==> src/rtl/rsa_msg_sequencer.sv <==
// rsa_msg_sequencer
//   Control stage in front of a modular-exponentiation core. Holds a
//   key/modulus/latency configuration, accepts one plaintext word at a time,
//   runs the core for a programmed number of cycles and hands the captured
//   result downstream. Words whose base is not below the modulus skip the
//   core and come back flagged as errors.
//
// Ports
//   clk, reset_n                 clock, asynchronous active-low reset
//   cfg_load/cfg_key/cfg_n/cfg_lat, cfg_ok   configuration load (IDLE only)
//   in_valid/in_ready/in_data    plaintext handshake
//   core_start                   core active-low clear (0 = held clear)
//   core_key/core_n/core_base    registered operands to the core
//   core_result                  core output, sampled on the last RUN edge
//   out_valid/out_ready/out_data/out_err   result handshake
//   busy                         sequencer is not idle
module rsa_msg_sequencer #(
  parameter int n     = 6,
  parameter int LAT_W = 8
) (
  input  logic             clk,
  input  logic             reset_n,
  input  logic             cfg_load,
  input  logic [n-1:0]     cfg_key,
  input  logic [n-1:0]     cfg_n,
  input  logic [LAT_W-1:0] cfg_lat,
  output logic             cfg_ok,
  input  logic             in_valid,
  output logic             in_ready,
  input  logic [n-1:0]     in_data,
  output logic             core_start,
  output logic [n-1:0]     core_key,
  output logic [n-1:0]     core_n,
  output logic [n-1:0]     core_base,
  input  logic [n-1:0]     core_result,
  output logic             out_valid,
  input  logic             out_ready,
  output logic [n-1:0]     out_data,
  output logic             out_err,
  output logic             busy
);

  typedef enum logic [1:0] {IDLE, CLEAR, RUN, HOLD} state_t;

  localparam logic [n-1:0]     MIN_MOD = n'(2);
  localparam logic [LAT_W-1:0] LAT_ONE = LAT_W'(1);

  state_t           state_reg, state_next;
  logic [LAT_W-1:0] lat_reg, lat_next;
  logic [LAT_W-1:0] cnt_reg, cnt_next;
  logic [n-1:0]     key_reg, key_next;
  logic [n-1:0]     mod_reg, mod_next;
  logic [n-1:0]     base_reg, base_next;
  logic [n-1:0]     data_reg, data_next;
  logic             cfg_ok_reg, cfg_ok_next;
  logic             valid_reg, valid_next;
  logic             err_reg, err_next;
  logic             start_reg, start_next;
  logic             busy_reg, busy_next;
  logic             accept;

  // A configuration load in the same cycle wins over an offered word.
  assign in_ready = (state_reg == IDLE) & cfg_ok_reg & ~cfg_load;
  assign accept   = in_valid & in_ready;

  assign cfg_ok     = cfg_ok_reg;
  assign core_key   = key_reg;
  assign core_n     = mod_reg;
  assign core_base  = base_reg;
  assign core_start = start_reg;
  assign out_valid  = valid_reg;
  assign out_data   = data_reg;
  assign out_err    = err_reg;
  assign busy       = busy_reg;

  always_ff @(posedge clk or negedge reset_n) begin
    if (!reset_n) begin
      state_reg  <= IDLE;
      lat_reg    <= '0;
      cnt_reg    <= '0;
      key_reg    <= '0;
      mod_reg    <= '0;
      base_reg   <= '0;
      data_reg   <= '0;
      cfg_ok_reg <= 1'b0;
      valid_reg  <= 1'b0;
      err_reg    <= 1'b0;
      start_reg  <= 1'b0;
      busy_reg   <= 1'b0;
    end else begin
      state_reg  <= state_next;
      lat_reg    <= lat_next;
      cnt_reg    <= cnt_next;
      key_reg    <= key_next;
      mod_reg    <= mod_next;
      base_reg   <= base_next;
      data_reg   <= data_next;
      cfg_ok_reg <= cfg_ok_next;
      valid_reg  <= valid_next;
      err_reg    <= err_next;
      start_reg  <= start_next;
      busy_reg   <= busy_next;
    end
  end

  always_comb begin
    state_next  = state_reg;
    lat_next    = lat_reg;
    cnt_next    = cnt_reg;
    key_next    = key_reg;
    mod_next    = mod_reg;
    base_next   = base_reg;
    data_next   = data_reg;
    cfg_ok_next = cfg_ok_reg;
    valid_next  = valid_reg;
    err_next    = err_reg;

    case (state_reg)
      IDLE: begin
        if (cfg_load) begin
          key_next    = cfg_key;
          mod_next    = cfg_n;
          // A zero latency still needs one RUN cycle so the counter never wraps.
          lat_next    = (cfg_lat == '0) ? LAT_ONE : cfg_lat;
          cfg_ok_next = (cfg_n >= MIN_MOD);
        end else if (accept) begin
          if (in_data < mod_reg) begin
            base_next  = in_data;
            state_next = CLEAR;
          end else begin
            data_next  = '0;
            err_next   = 1'b1;
            valid_next = 1'b1;
            state_next = HOLD;
          end
        end
      end
      CLEAR: begin
        cnt_next   = lat_reg;
        state_next = RUN;
      end
      RUN: begin
        if (cnt_reg == LAT_ONE) begin
          data_next  = core_result;
          err_next   = 1'b0;
          valid_next = 1'b1;
          state_next = HOLD;
        end else begin
          cnt_next = cnt_reg - LAT_ONE;
        end
      end
      HOLD: begin
        if (valid_reg & out_ready) begin
          valid_next = 1'b0;
          state_next = IDLE;
        end
      end
      default: state_next = IDLE;
    endcase

    // Registered from the next state so both outputs are glitch-free flops
    // that line up with the state they describe.
    start_next = (state_next == RUN);
    busy_next  = (state_next != IDLE);
  end

endmodule

==> config.mk <==
export PLATFORM = sky130hd
export DESIGN_NAME = rsa_msg_sequencer
export DESIGN_NICKNAME = d
export VERILOG_FILES = /design/src/rtl/rsa_msg_sequencer.sv
export SDC_FILE = /design/constraint.sdc
export NUM_CORES = 1
export LEC_CHECK = 0
export ABC_AREA = 0
export ABC_CLOCK_PERIOD_IN_PS = 1700
export CORE_MARGIN = 3
export CORE_UTILIZATION = 42
export CTS_CLUSTER_SIZE = 25
export DETAILED_ROUTE_END_ITERATION = 8
export PLACE_DENSITY = 0.76
export SYNTH_ARGS = -nofsm -noshare
export SYNTH_HDL_FRONTEND = slang
export SYNTH_SLANG_ARGS = --single-unit
==> constraint.sdc <==
create_clock -name clk -period 1.7 [get_ports clk]
set_input_delay 0.255 -clock clk [delete_from_list [all_inputs] [get_ports clk]]
set_output_delay 0.255 -clock clk [all_outputs]
set_load 0.02 [all_outputs]
==> results of run 1 <==
where the power goes:
part           total, W  switching (W)  internal, W
combinational   0.00376        0.00179      0.00198
sequential      0.00204       0.000365      0.00168
clock          0.000664       0.000381     0.000282
total           0.00647        0.00254      0.00394
cells in the final DEF, fill, tap and decap left out, types with 2 or more instances in the layout:
cell type and count:
ha_1 3, mux2_2 14, mux2i_1 6, o2bb2ai_1 2, a21oi_1 11, nor2_1 8
ha_4 4, nand4_1 2, clkinv_2 3, mux2_4 6, clkbuf_8 5, inv_1 12
clkdlybuf4s50_1 60, o21ai_0 8, nor3_2 2, nand2_2 2, dfrtp_1 43, nor3_1 3
dfrtp_2 4, nand2b_1 2, inv_2 6, o21ai_1 6, a21oi_2 4, nand2_1 15
dlygate4sd2_1 2, buf_12 3, nor4_2 2, buf_4 31, o31ai_1 2
layer usage:
| metal | vias up | part of all wire (%) | GRT usage (%) |
|---|---|---|---|
| met4 | 0 | 1.4 | 5.842 |
| met2 | 48 | 52 | 31.32 |
| met5 | - | 0 | 0 |
| met1 | 890 | 41 | 20.69 |
| li1 | 886 | - | - |
| met3 | 6 | 5.5 | 4.875 |
critical path, cell delays in order (launching register included):
cell and delay (ns):
dfrtp_2 0.42, inv_2 0.08, ha_4 0.20, a21oi_2 0.14, o221ai_2 0.11, buf_4 0.15, o31ai_4 0.21, buf_12 0.17
mux2i_2 0.20
metrics by stage:
step | setup WS, ns | cells | area (sq um) | util [%]
floorplan | -0.1319 | 197 | 2287 | -
CTS | -0.06221 | 362 | 3369 | 68.61
global route | -0.1393 | 364 | 3442 | 70.09
detailed placement | -0.4754 | 351 | 3238 | 65.94
global placement | -0.4135 | 351 | 3238 | 65.94
finish | -0.06120 | 364 | 3442 | 70.09
synthesized netlist by cell type, types with 2 or more instances:
library cell / instances / share of area, %
ha_1: 7 / 3.9
o21ai_0: 8 / 1.8
o21ai_1: 6 / 1.3
nor2_1: 8 / 1.3
a21oi_1: 15 / 3.4
buf_2: 3 / 0.67
clkbuf_1: 3 / 0.51
nand2_1: 16 / 2.7
dfrtp_1: 47 / 53
mux2_2: 14 / 7.1
o2bb2ai_1: 2 / 0.79
nand4_1: 2 / 0.56
nor3b_1: 2 / 0.67
mux2_4: 6 / 4.0
buf_6: 2 / 1.0
nor4_1: 4 / 1.1
mux2i_1: 7 / 3.1
nor3_1: 5 / 1.1
inv_1: 17 / 2.9
o31ai_1: 2 / 0.67
nand2b_1: 3 / 0.84
area by class of cell:
| type | instances | area share, % |
|---|---|---|
| Clock inverter | 3 | 0.4362 |
| Clock buffer | 5 | 1.999 |
| Inverter | 18 | 1.963 |
| Sequential cell | 47 | 34.31 |
| Timing Repair Buffer | 100 | 27.41 |
| Multi-Input combinational cell | 124 | 31.44 |
| Tap cell | 67 | 2.435 |
kinds of logic (layout without fill, tap and decap cells):
family                     count (synthesis)  in the layout  share of synthesized area, %
DFF                                       47             47                         52.81
and+or+nand+nor                           47             47                         11.12
AOI/OAI and AO/OA                         43             43                         12.64
muxes                                     27             27                         14.27
buffers and inverters                     26            126                         5.224
adders and majority gates                  7              7                         3.932
worst paths after layout:
check                          endpoint  cells after the start  slack (ns)        from
max                         out_data[5]                      8       -0.06   core_n[3]
min                        core_base[5]                      2        0.30  in_data[5]
max reg2reg                 out_data[5]                      8       -0.06   core_n[3]
min reg2reg                  cnt_reg[5]                      2        0.49  lat_reg[5]
max in group asynchronous     core_n[1]                      3        0.77     reset_n
min in group asynchronous   core_key[5]                      2        0.43     reset_n
what timing repair did:
action,in CTS,in global routing
buffers inserted,2,2
hold buffers,1,0
hold endpoints to repair,17,0
endpoints found under the setup margin,20,23
resized for setup,8,18
pin swaps,3,3
==> results.py, run 1 <==
metrics = {
    "placed_design": {
        "portBuffers": 66,
        "gp_congestion": 0.8731,
        "hpwlAfterDp_um": 3953,
    },
    "logic_synthesis": {
        "synth_edf_count": 0,
        "ys_warn_count": 0,
        "synth_flop_cell": "dfrtp_1",
        "synth.avg_cell_area_sq_um": 11.31,
        "synth_area_sq_um": 2227,
        "synth.distinct_cells": 39,
        "ys_seq_elements": 47,
        "syn-num-nets": 241,
        "synthArstFlopShare_pct": 100.0,
        "ys_seq_area_share_pct": 52.81,
        "synth_cells": 197,
    },
    "routing": {
        "drt-initial-drc-count": 77,
        "wl_per_cell_um": 14.46,
        "drc": 0,
        "wl_um": 5262,
        "firstDrtPassIters": 4,
        "num_vias": 1830,
        "ant_nets": 0,
        "avgViaCountPerCell": 5.027,
    },
    "clock_tree": {
        "path_clk_slew_ns": 0.09,
        "cts_tree": "built",
        "cts_buffers": 5,
        "ctsRootBufferMaster": "clkbuf_8",
        "clk_path_buf_depth": 2,
        "cts_htree_levels": 2,
        "clock-sinks": 47,
        "clkLatencyLatePin_ns": 0.31,
    },
    "die": {
        "core_area_sq_um": 4911,
        "die_h_um": 78.82,
        "ios": 67,
        "dieArea_sq_um": 6213,
        "die_w_um": 78.82,
        "start_util_pct": 45.35,
        "row_count": 25,
    },
    "power": {
        "cellLeakagePower_nw": 1.532,
        "powerDensity_nw_per_um2": 1880,
        "p_total_w": 0.006471,
        "ir_drop_mv": 0.9863,
    },
    "min_path": {
        "hold_path.class": "primary input to flip-flop",
    },
    "sta": {
        "tightest_slew_ns": 0.4183,
        "final-hold-violation-count": 0,
        "fin_worst_skew_ns": 0.01169,
        "tns_ns": -0.2223,
        "relSlewSlack_pct": 72.11,
        "setup_viol": 6,
        "period_minus_slack_ns": 1.761,
        "rsz0062_at_grt": "true",
        "timing.final.crit_share_pct": 103.6,
        "holdWs_ns": 0.2960,
        "slew_violations": 0,
        "max_freq_ghz": 0.5678,
        "worst_slack_ns": -0.06120,
    },
    "critical_path": {
        "crit_path_start_kind": "flip-flop",
        "cp-end-kind": "flip-flop",
        "worstPathArrival_ns": 1.99,
        "cp.required_ns": 1.93,
        "cp_max_fo": 8,
        "worst-setup-path-type": "flip-flop to flip-flop",
    },
    "layout": {
        "fin_nets": 340,
        "drive_above_1_share_pct": 34.34,
        "n_antenna_cell": 0,
        "multiInputGateArea_sq_um": 1082,
        "ff_latch_area_sq_um": 1181,
        "fillerInstances": 366,
        "area_growth_pct": 54.55,
    },
    "run_status": {
        "violations": "negative setup slack",
        "status": "complete, but fails checks",
    },
    "global_route": {
        "grt_pass1_wl_um": 8556,
        "grt_pass1_vias": 1873,
        "overflow": 0,
        "antenna_found_initial": 0,
        "grt_max_degree": 31,
        "track_usage_pct": 17.69,
    },
    "run": {
        "drv_cap": 0,
    },
}
(Power assumes the default switching activity.)
==> run 2, diff against run 1 <==
SKIP_CTS_REPAIR_TIMING = 1   (was default)
==> run 2 against run 1 <==
The flow still finishes with violations (negative setup slack). Utilization up 2.1 points. Critical path type unchanged. First-iteration DRC count down 22%. Combinational power is 5.9% higher. Non-clock buffer count did not move. Critical endpoint unchanged.
==> results.py, run 2 (same netlist as run 1, synthesis figures left out) <==
metrics = {
    "power": {
        "power_frac_comb_pct": 59.2,
        "swShare_pct": 39.50,
        "ir_drop_mv": 0.9904,
        "p_switching_w": 0.002656,
        "clkPwrFrac_pct": 9.9,
        "cellLeakagePower_nw": 1.587,
        "seq_power_share_pct": 30.9,
        "powerDensity_nw_per_um2": 1898,
        "internal_power_w": 0.004068,
    },
    "layout": {
        "n_antenna_cell": 0,
        "drive_above_1_share_pct": 35.35,
        "fillerInstances": 347,
        "final_common_cell": "clkdlybuf4s50_1",
        "final_cell_mix": "clkdlybuf4s50_1, dfrtp_1, buf_4",
        "stdcell_area_sq_um": 3543,
        "fin_nets": 340,
        "area_growth_pct": 59.10,
    },
    "global_route": {
        "grt_max_degree": 31,
        "antenna_found_initial": 0,
        "grt_pass1_wl_um": 8376,
        "overflow": 0,
        "grt_pass1_vias": 1842,
        "track_usage_pct": 17.33,
    },
    "critical_path": {
        "worst-r2r-setup-slack_ns": -0.08,
        "worst-setup-path-type": "flip-flop to flip-flop",
        "crit_path_start_kind": "flip-flop",
        "cp-end-kind": "flip-flop",
        "cp_max_fo": 8,
        "rr_startpoint": "core_n[3]",
        "worstPathArrival_ns": 2.00,
        "cp.required_ns": 1.93,
        "r2r-end": "out_data[5]",
        "rr_worst_depth": 8,
    },
    "clock_tree": {
        "ctsRootBufferMaster": "clkbuf_8",
        "cts_htree_levels": 2,
        "cts_buffers": 5,
        "clk_path_buf_depth": 2,
        "clkLatencyLatePin_ns": 0.31,
        "path_clk_slew_ns": 0.09,
        "cts_tree": "built",
        "clock-sinks": 47,
    },
    "sta": {
        "worst_slack_ns": -0.07649,
        "fin_worst_skew_ns": 0.009322,
        "relSlewSlack_pct": 71.97,
        "slew_violations": 0,
        "timing.final.crit_share_pct": 104.5,
        "tightest_slew_ns": 0.4204,
        "tns_ns": -0.3140,
        "final-hold-violation-count": 0,
        "max_freq_ghz": 0.5629,
        "period_minus_slack_ns": 1.776,
        "rsz0062_at_grt": "true",
        "setup_viol": 6,
    },
    "routing": {
        "num_vias": 1860,
        "wl_per_cell_um": 15.21,
        "firstDrtPassIters": 4,
        "drt-initial-drc-count": 60,
        "wl_um": 5536,
        "avgViaCountPerCell": 5.110,
        "drc": 0,
        "ant_nets": 0,
    },
    "placed_design": {
        "gp_congestion": 0.8731,
        "hpwlAfterDp_um": 3953,
        "portBuffers": 66,
        "dpl-instance-area_sq_um": 3238,
    },
    "min_path": {
        "worstHoldEndpoint": "core_base[1]",
        "hold_path.class": "primary input to flip-flop",
        "min_path_cells": 2,
        "min_from": "in_data[1]",
    },
    "die": {
        "row_count": 25,
        "ios": 67,
        "die_h_um": 78.82,
        "die_w_um": 78.82,
        "dieArea_sq_um": 6213,
        "start_util_pct": 45.35,
        "core_area_sq_um": 4911,
    },
    "run": {
        "drv_cap": 0,
    },
    "run_status": {
        "violations": "negative setup slack",
        "status": "complete, but fails checks",
    },
}
run 2: cell count changes in the layout (fill, tap and decap cells not counted), sizes merged:
cell | before | now
dlymetal6s2s | 1 | 5
dlygate4sd2 | 2 | 0
buf | 35 | 34
clkdlybuf4s50 | 60 | 59
run 2: worst max-delay path: stages, from the launching register on:
cell and delay [ns]:
dfrtp_2 0.42, inv_2 0.08, ha_4 0.20, a21oi_2 0.15
o221ai_2 0.11, buf_4 0.16, o31ai_4 0.21, buf_12 0.17
mux2i_2 0.20
run 2: area by class of cell:
class | instances | area (sq um) | share of cell area (%)
clock buffer | 5 | 68.82 | 1.942
clock inverter | 3 | 15.01 | 0.4237
inverter | 18 | 67.56 | 1.907
multi-input combinational | 124 | 1137 | 32.10
sequential | 47 | 1181 | 33.33
tap | 67 | 83.83 | 2.366
timing repair buffer | 100 | 989.7 | 27.93
run 2: worst max path at each step:
stage                  from            to  slack [ns]  cells after the start
5_1_grt           core_n[3]   out_data[5]       -0.15                      8
4_1_cts            cfg_load      in_ready       -0.27                      3
6_report          core_n[3]   out_data[5]       -0.08                      8
3_5_place_dp     in_data[1]   out_data[0]       -0.48                      8
2_1_floorplan  state_reg[0]  core_base[0]       -0.13                      6
3_3_place_gp     in_data[5]  core_base[3]       -0.41                      6
run 2: power groups by stage:
stage,Clock [W],Combinational (W),Sequential (W)
floorplan,0,0.00159,0.00239
global placement,0,0.00349,0.00201
detailed placement,0,0.00358,0.00203
CTS,0.000683,0.00358,0.00201
global route,0.000731,0.00431,0.00215
finish,0.000663,0.00398,0.00208
run 2: metal layers:
metal	global-route usage (%)	up-vias	share of wire, %
met5	0	-	0
met4	5.842	0	1.6
met3	4.875	8	5.3
met2	30.56	51	53
met1	20.25	910	40
li1	-	891	-
run 2: stage by stage:
stage	power (W)	hold WS, ns	utilization, %	worst slack (ns)	std cells
after floorplan	0.003974	-0.04059	-	-0.1319	197
after global placement	0.005493	0.2148	65.94	-0.4135	351
after detailed placement	0.005606	0.2098	65.94	-0.4754	351
after CTS	0.006277	-0.1217	67.64	-0.2658	359
after global routing	0.007185	0.3048	72.15	-0.1508	364
final	0.006725	0.2937	72.15	-0.07649	364
==> run 3, diff against run 2 <==
PLACE_DENSITY = default   (was 0.76)
PLACE_DENSITY_LB_ADDON = 0.08   (was default)
SKIP_CTS_REPAIR_TIMING = default   (was 1)
==> run 3 against run 2 <==
The run still ends with negative setup slack left. Final cell count up 1.4%. Non-clock buffer count up 5. Via count increased by 0.16%. Critical path depth is the same. Clock skew decreased by 0.0060 ns. Clock power rose by 4.5%. Global-route usage up 0.66 points. Wire length is 0.54% lower. Critical path type unchanged. Highest routed layer unchanged.
==> results.py, run 3 (same netlist as run 1, synthesis figures left out) <==
metrics = {
    "layout": {
        "final_util_pct": 72.36,
        "final_common_cell": "clkdlybuf4s50_1",
        "final_cells": 369,
        "final_cell_mix": "clkdlybuf4s50_1, dfrtp_1, buf_4",
        "drive_above_1_share_pct": 37.42,
        "n_antenna_cell": 0,
        "ff_latch_area_sq_um": 1181,
        "fin_nets": 345,
        "area_growth_pct": 59.55,
        "multiInputGateArea_sq_um": 1120,
        "fillerInstances": 370,
    },
    "die": {
        "row_count": 25,
        "die_h_um": 78.82,
        "ios": 67,
        "die_w_um": 78.82,
        "start_util_pct": 45.35,
        "core_area_sq_um": 4911,
        "dieArea_sq_um": 6213,
    },
    "critical_path": {
        "cp.required_ns": 1.93,
        "worst-setup-path-type": "flip-flop to flip-flop",
        "cp_max_fo": 8,
        "worstPathArrival_ns": 1.97,
        "critPathMaxStageDelay_ns": 0.41,
        "cp-end-kind": "flip-flop",
        "crit_path_start_kind": "flip-flop",
        "crit_chain": "inv_2, ha_4, a21oi_2, o221ai_2, buf_4, o31ai_4, buf_12, mux2i_1",
        "slowest_stage": "dfrtp_2",
    },
    "routing": {
        "avgViaCountPerCell": 5.049,
        "wl_per_cell_um": 14.92,
        "firstDrtPassIters": 6,
        "wl_um": 5506,
        "drt-initial-drc-count": 52,
        "num_vias": 1863,
        "drc": 0,
        "ant_nets": 0,
    },
    "placed_design": {
        "portBuffers": 66,
        "hpwlAfterDp_um": 3992,
        "dp_slack_ns": -0.4770,
        "gp_congestion": 0.8583,
        "dp.cells": 352,
    },
    "sta": {
        "fin_worst_skew_ns": 0.003282,
        "relSlewSlack_pct": 76.66,
        "worst_slack_ns": -0.04273,
        "slew_violations": 0,
        "period_minus_slack_ns": 1.743,
        "final-hold-violation-count": 0,
        "max_freq_ghz": 0.5738,
        "tns_ns": -0.2455,
        "timing.final.crit_share_pct": 102.5,
        "rsz0062_at_grt": "true",
        "setup_viol": 8,
        "tightest_slew_ns": 0.3472,
        "holdWs_ns": 0.3893,
    },
    "run_status": {
        "status": "complete, but fails checks",
        "violations": "negative setup slack",
    },
    "clock_tree": {
        "path_clk_slew_ns": 0.08,
        "cts_buffers": 5,
        "clkLatencyLatePin_ns": 0.30,
        "clock-sinks": 47,
        "ctsRootBufferMaster": "clkbuf_8",
        "cts_htree_levels": 2,
        "clk_path_buf_depth": 2,
        "cts_tree": "built",
    },
    "global_route": {
        "grt_pass1_wl_um": 8790,
        "antenna_found_initial": 0,
        "overflow": 0,
        "grt_pass1_vias": 1871,
        "track_usage_pct": 17.99,
        "grt_max_degree": 26,
    },
    "min_path": {
        "hold_path.class": "primary input to flip-flop",
    },
    "power": {
        "ir_drop_mv": 1.009,
        "cellLeakagePower_nw": 1.578,
        "powerDensity_nw_per_um2": 1934,
    },
    "run": {
        "drv_cap": 0,
    },
}
==> run 3: metal layers <==
layer,track usage [%],wire (um),up-vias,share of wire [%]
met5,0,0,-,0
met1,23.64,2416,905,44
met4,5.155,49,0,0.89
met3,2.721,218,4,4.0
li1,-,-,898,-
met2,30.90,2821,56,51
==> run 3: worst paths after layout <==
check	startpoint	endpoint	slack, ns	cells past startpoint
setup / recovery	core_n[5]	out_data[1]	-0.04	8
hold / removal	in_data[4]	core_base[4]	0.39	3
setup reg to reg	core_n[5]	out_data[1]	-0.04	8
hold reg to reg	core_key[1]	core_key[1]	0.51	1
max in group asynchronous	reset_n	core_n[1]	0.95	3
min in group asynchronous	reset_n	core_base[5]	0.46	3
==> run 3: per-stage QoR <==
step / power (W) / instance area [sq um]
6_report: 0.006873 / 3553
3_5_place_dp: 0.005606 / 3246
4_1_cts: 0.006356 / 3377
3_3_place_gp: 0.005511 / 3246
5_1_grt: 0.007373 / 3553
2_1_floorplan: 0.003974 / 2287
==> run 3: final cells by class <==
cell class / instances / area share [%]
Clock buffer: 7 / 2.430
Clock inverter: 1 / 0.1408
Inverter: 18 / 1.901
Multi-Input combinational cell: 124 / 31.51
Sequential cell: 47 / 33.24
Tap cell: 67 / 2.359
Timing Repair Buffer: 105 / 28.42
==> run 3: worst max-delay path: cells and delay by family, from the launching register on <==
kind	cells	cell delay, ns
muxes	1	0.18
DFF	1	0.41
buffers and inverters	3	0.41
adders and majority gates	1	0.21
AOI/OAI and AO/OA	3	0.46
==> run 3: where the power goes <==
group	switching [W]	internal (W)	leakage (nW)
logic	0.00192	0.00220	0.974
registers	0.000381	0.00168	0.556
clock network	0.000365	0.000328	0.0482
total	0.00266	0.00421	1.58
==> run 3: timing repair <==
| action | 4_1_cts | 5_1_grt |
|---|---|---|
| setup endpoints to repair | 21 | 24 |
| endpoints found under the hold margin | 47 | 0 |
| hold buffers | 1 | 0 |
| cloned | 0 | 1 |
| buffers inserted | 2 | 5 |
| pin swaps | 3 | 9 |
| gates resized for setup | 10 | 30 |
